`src/rtl/seq_arith_unit.sv`:
```
// Two-stage sequential ALU with a valid/ready handshake on both sides and a stored carry flag.
// Optional build macro SEQ_ARITH_UNIT_SATURATE_EN clamps signed-overflowing results.
module seq_arith_unit #(
  parameter int WIDTH = 8
) (
  input  logic             clk,
  input  logic             rst,
  input  logic [WIDTH-1:0] A,
  input  logic [WIDTH-1:0] B,
  input  logic [2:0]       op,
  input  logic             in_valid,
  output logic             in_ready,
  output logic             out_valid,
  input  logic             out_ready,
  output logic [WIDTH-1:0] result,
  output logic             carry,
  output logic             ovf,
  output logic             zero,
  output logic             neg,
  output logic             cf
);

  localparam logic [2:0] OP_ADD = 3'b000;
  localparam logic [2:0] OP_SUB = 3'b001;
  localparam logic [2:0] OP_NOP = 3'b010;
  localparam logic [2:0] OP_NEG = 3'b011;
  localparam logic [2:0] OP_ADC = 3'b100;
  localparam logic [2:0] OP_SBB = 3'b101;
  localparam logic [2:0] OP_CLC = 3'b110;
  localparam logic [2:0] OP_STC = 3'b111;

  logic             s1_vld;
  logic [WIDTH-1:0] s1_a, s1_b;
  logic [2:0]       s1_op;
  logic             adv, accept;

  logic [WIDTH-1:0] opx, opy, nxt_res;
  logic             cin, is_arith, nxt_carry, nxt_ovf, nxt_cf;
  logic [WIDTH:0]   sum;

  assign adv      = !out_valid || out_ready;
  assign in_ready = !s1_vld || adv;
  assign accept   = in_valid && in_ready;

  // cf already reflects every earlier op, since all of them have left stage 1.
  always_comb begin
    opx      = s1_a;
    opy      = s1_b;
    cin      = 1'b0;
    is_arith = 1'b1;
    case (s1_op)
      OP_ADD: cin = 1'b0;
      OP_SUB: begin opy = ~s1_b; cin = 1'b1; end
      OP_ADC: cin = cf;
      OP_SBB: begin opy = ~s1_b; cin = cf; end
      OP_NEG: begin opx = ~s1_a; opy = '0; cin = 1'b1; end
      default: is_arith = 1'b0;
    endcase

    sum     = {1'b0, opx} + {1'b0, opy} + {{WIDTH{1'b0}}, cin};
    nxt_res = '0;
    nxt_carry = 1'b0;
    nxt_ovf = 1'b0;
    nxt_cf  = cf;
    if (is_arith) begin
      nxt_res   = sum[WIDTH-1:0];
      nxt_carry = sum[WIDTH];
      nxt_cf    = sum[WIDTH];
      if (s1_op == OP_NEG)
        nxt_ovf = (s1_a == {1'b1, {(WIDTH-1){1'b0}}});
      else
        nxt_ovf = (opx[WIDTH-1] == opy[WIDTH-1]) && (sum[WIDTH-1] != opx[WIDTH-1]);
    end else if (s1_op == OP_CLC) begin
      nxt_cf = 1'b0;
    end else if (s1_op == OP_STC) begin
      nxt_carry = 1'b1;
      nxt_cf    = 1'b1;
    end

`ifdef SEQ_ARITH_UNIT_SATURATE_EN
    // Only NEG of the most-negative value overflows towards a positive true result with MSB set.
    if (nxt_ovf) begin
      if ((s1_op == OP_NEG) || !s1_a[WIDTH-1])
        nxt_res = {1'b0, {(WIDTH-1){1'b1}}};
      else
        nxt_res = {1'b1, {(WIDTH-1){1'b0}}};
    end
`endif
  end

  always_ff @(posedge clk) begin
    if (rst) begin
      s1_vld    <= 1'b0;
      out_valid <= 1'b0;
      result    <= '0;
      carry     <= 1'b0;
      ovf       <= 1'b0;
      zero      <= 1'b1;
      neg       <= 1'b0;
      cf        <= 1'b0;
    end else begin
      if (accept) begin
        s1_vld <= 1'b1;
        s1_a   <= A;
        s1_b   <= B;
        s1_op  <= op;
      end else if (adv) begin
        s1_vld <= 1'b0;
      end

      if (adv) begin
        out_valid <= s1_vld;
        if (s1_vld) begin
          result <= nxt_res;
          carry  <= nxt_carry;
          ovf    <= nxt_ovf;
          zero   <= (nxt_res == '0);
          neg    <= nxt_res[WIDTH-1];
          cf     <= nxt_cf;
        end
      end
    end
  end

endmodule

```
`config.mk`:
```
export PLATFORM = sky130hd
export DESIGN_NAME = seq_arith_unit
export DESIGN_NICKNAME = d
export VERILOG_FILES = /design/src/rtl/seq_arith_unit.sv
export SDC_FILE = /design/constraint.sdc
export NUM_CORES = 1
export LEC_CHECK = 0
export BUFFER_PORTS_ARGS = -buffer_cell sky130_fd_sc_hd__buf_4
export CAP_MARGIN = 20
export CORE_MARGIN = 4
export CORE_UTILIZATION = 36
export CTS_BUF_LIST = sky130_fd_sc_hd__clkbuf_8
export DETAILED_ROUTE_END_ITERATION = 16
export PLACE_DENSITY = 0.69
export SETUP_SLACK_MARGIN = 0.3
export SYNTH_ARGS = -nofsm -noshare
export SYNTH_HDL_FRONTEND = slang
export SYNTH_SLANG_ARGS = --single-unit
```
`constraint.sdc`:
```
create_clock -name clk -period 3.1 [get_ports clk]
set_input_delay 0 -clock clk [delete_from_list [all_inputs] [get_ports clk]]
set_output_delay 0 -clock clk [all_outputs]
set_load 0.05 [all_outputs]
```
==> impl_metrics.toml <==
[outcome]
outcome = "completed"

[grt]
grt_pass1_vias = 1410
grt_util_all_layers_pct = 13.1
grt_pass1_wl_mm = 6.28
grt_max_degree = 20
antenna_found_initial = 0
gr-total-overflow = 0

[route]
drtPass1Iterations = 4
drc = 0
finalWirelength_mm = 3.80
vias_per_cell = 4.96
drt_iter0_markers = 51
avgRoutedWirePerCell_um = 12.9
antenna_left = 0
vias = 1459

[layout]
fillers = 377
fin_cells = 294
drive_above_1_share_pct = 33.1
multi_input_area_sq_um = 967
antenna-diode-count = 0
syn_to_final_growth_pct = 49.5
seq_area_sq_um = 852
nets = 273

[sta]
hold_violations = 0
finalSetupViolCount = 0
maxSlewHeadroom_pct = 43.5
fin_ws_ps = 176
max_freq_ghz = 0.342
whs_ps = 34.8
rsz0062_at_grt = "yes"
tns_ps = 0
post-route-min-period_ps = 2920
fin_crit_sh_pct = 94.3
clock-skew-final_ps = 4.20
tightest_slew_ps = 847
slew_violations = 0

[synth]
syn-num-nets = 203
ys_types = 37
ys_warn_count = 0
syn_inst = 171
ys_seq_elements = 33
synth.cell_area_sq_um = 1710
ys.flop_type = "edfxtp_1"
synth_edf_count = 19
syn_avg_cell_area_sq_um = 10.0
yosysSeqAreaShare_pct = 49.7
synth_async_sr_flop_share_pct = 0

[setup_path]
setup.worst_path.end_class = "flop"
slowest_stage = "edfxtp_1"
crit_family = "compound AO/OA/AOI/OAI gates"
worstPathRequired_ps = 3270
worstPathArrival_ps = 3090
r2r_start = "s1_op[2]"
timing.rr.end = "zero"
cp_cell_sequence = "nand3b_1, buf_4, xnor2_4, inv_1, fa_2, nand2b_4, a21o_1, a31oi_2, mux2i_1, a2111oi_2, a221o_1"
cp_max_fo = 4
r2r_slack_ps = 180
critPathKind = "reg2reg"
cpPeakStageDelay_ps = 420
start_kind = "flop"
cp.buffers_inverters = 2
reg2regPathDepth = 11

[floorplanning]
row_count = 24
dieArea_sq_um = 5930
die_y_um = 77.0
coreArea_sq_um = 4470
die_x_um = 77.0
io_pins = 38
start_util_pct = 38.3

[pwr]
leakagePower_nw = 1.04
finalPower_mw = 1.11
power.density_nw_per_um2 = 433
vdd_drop_max_mv = 0.344

[clock_network]
cts_inserted_buffers = 5
h-tree-depth = 2
cts_tree = "yes"
worstSkewPairLatency_ps = 280
root_buffer = "clkbuf_8"
clock_path_buffers = 2
path_clk_slew_ps = 60
clkSinkCount = 33

[min_path]
hold_depth = 4
min_from = "out_ready"
hold_path.class = "in2reg"
holdPathEnd = "out_valid"

[place]
numPlacedInstances = 256
post-place-ws_ps = 119
hpwl_mm = 2.59
port_buffers = 37
gp_congestion = 0.786

[job]
cap_violations = 0
## layout by cell type, fill, tap and decap left out, types with 3 or more instances in the layout
cell type | synthesis | routed
a21oi_1 | 13 | 10
a21oi_2 | 1 | 3
a22oi_1 | 5 | 5
buf_4 | 1 | 48
clkbuf_8 | 0 | 5
dfxtp_1 | 14 | 13
dlygate4sd3_1 | 0 | 21
edfxtp_1 | 19 | 19
ha_1 | 7 | 5
inv_1 | 6 | 6
nand2_1 | 25 | 24
nand2b_1 | 7 | 6
nor2_1 | 17 | 15
o21ai_0 | 11 | 9
xnor2_1 | 10 | 6
xnor2_4 | 0 | 3
xor2_1 | 3 | 3
## cell families after synthesis
group / after synthesis / synth area share (%)
multiplexers: 1 / 0.584
AND/OR/NAND/NOR: 59 / 15.7
adder cells (fa/ha/maj): 9 / 7.45
AO/OA/AOI/OAI: 43 / 16.1
XOR/XNOR: 14 / 7.60
buffers and inverters: 12 / 2.85
flip-flops: 33 / 49.7
## report_power, final
part	internal (mW)	leakage, nW	switching, mW
Sequential	0.488	0.293	0.0152
Combinational	0.144	0.699	0.161
Clock	0.152	0.0491	0.147
## how the worst max path moves through the flow
stage | from | to | cells after the start
after floorplan | s1_op[2] | zero | 12
after global routing | s1_op[2] | zero | 11
after CTS | s1_op[2] | zero | 11
after global placement | s1_op[2] | zero | 11
after detailed placement | s1_op[2] | zero | 11
final | s1_op[2] | zero | 11
## Yosys cell counts (all sizes together) (5+ instances only)
library cell / n / area, sq um
nor2: 17 / 63.8
a21oi: 14 / 73.8
edfxtp: 19 / 571
a22oi: 5 / 37.5
nand2b: 7 / 43.8
clkbuf: 5 / 18.8
nand2: 25 / 93.8
o21ai: 12 / 60.1
dfxtp: 14 / 280
ha: 7 / 87.6
inv: 6 / 22.5
xnor2: 11 / 104
## flip-flops by register name, summed over array words and instances (netlist names)
register	count
result	8
s1_op	3
carry	1
s1_a	8
s1_b	8
zero	1
ovf	1
out_valid	1
s1_vld	1
cf	1
## layer usage
metal  global-route usage (%)  vias to the layer above  share of wire, %
met4                     4.27                        0               2.6
met1                     16.0                      652                43
met2                     21.7                       53                48
li1                         -                      743                 -
met3                     4.45                       11               6.9
met5                        0                        -                 0
## area by class of cell
cell class | instances | area share, %
repair buffers | 69 | 22.3
multi-input cells | 126 | 37.8
flip-flops and latches | 33 | 33.3
well taps | 52 | 2.54
clock inverters | 3 | 0.538
inverters | 6 | 0.880
clock buffers | 5 | 2.69
## per-stage QoR
stage | util, % | area [sq um]
final | 57.2 | 2560
after global routing | 57.2 | 2560
after CTS | 53.4 | 2390
after detailed placement | 46.3 | 2070
after global placement | 46.3 | 2070
after floorplan | - | 1750
## what timing repair did
item | in CTS | in global routing
pin swaps | 1 | 11
resized for setup | 0 | 23
hold buffers | 21 | 0
endpoints found under the setup margin | 3 | 6
endpoints found under the hold margin | 23 | 0
buffers inserted | 3 | 6
## worst reg2reg max path, stage by stage, from the launching register on
cell       delay, ps
edfxtp_1         420
nand3b_1         340
buf_4            250
xnor2_4          140
inv_1             80
fa_2             410
nand2b_4         150
a21o_1           180
a31oi_2          180
mux2i_1          280
a2111oi_2         70
a221o_1          300
Note: power is estimated with default switching activity, not from simulation.
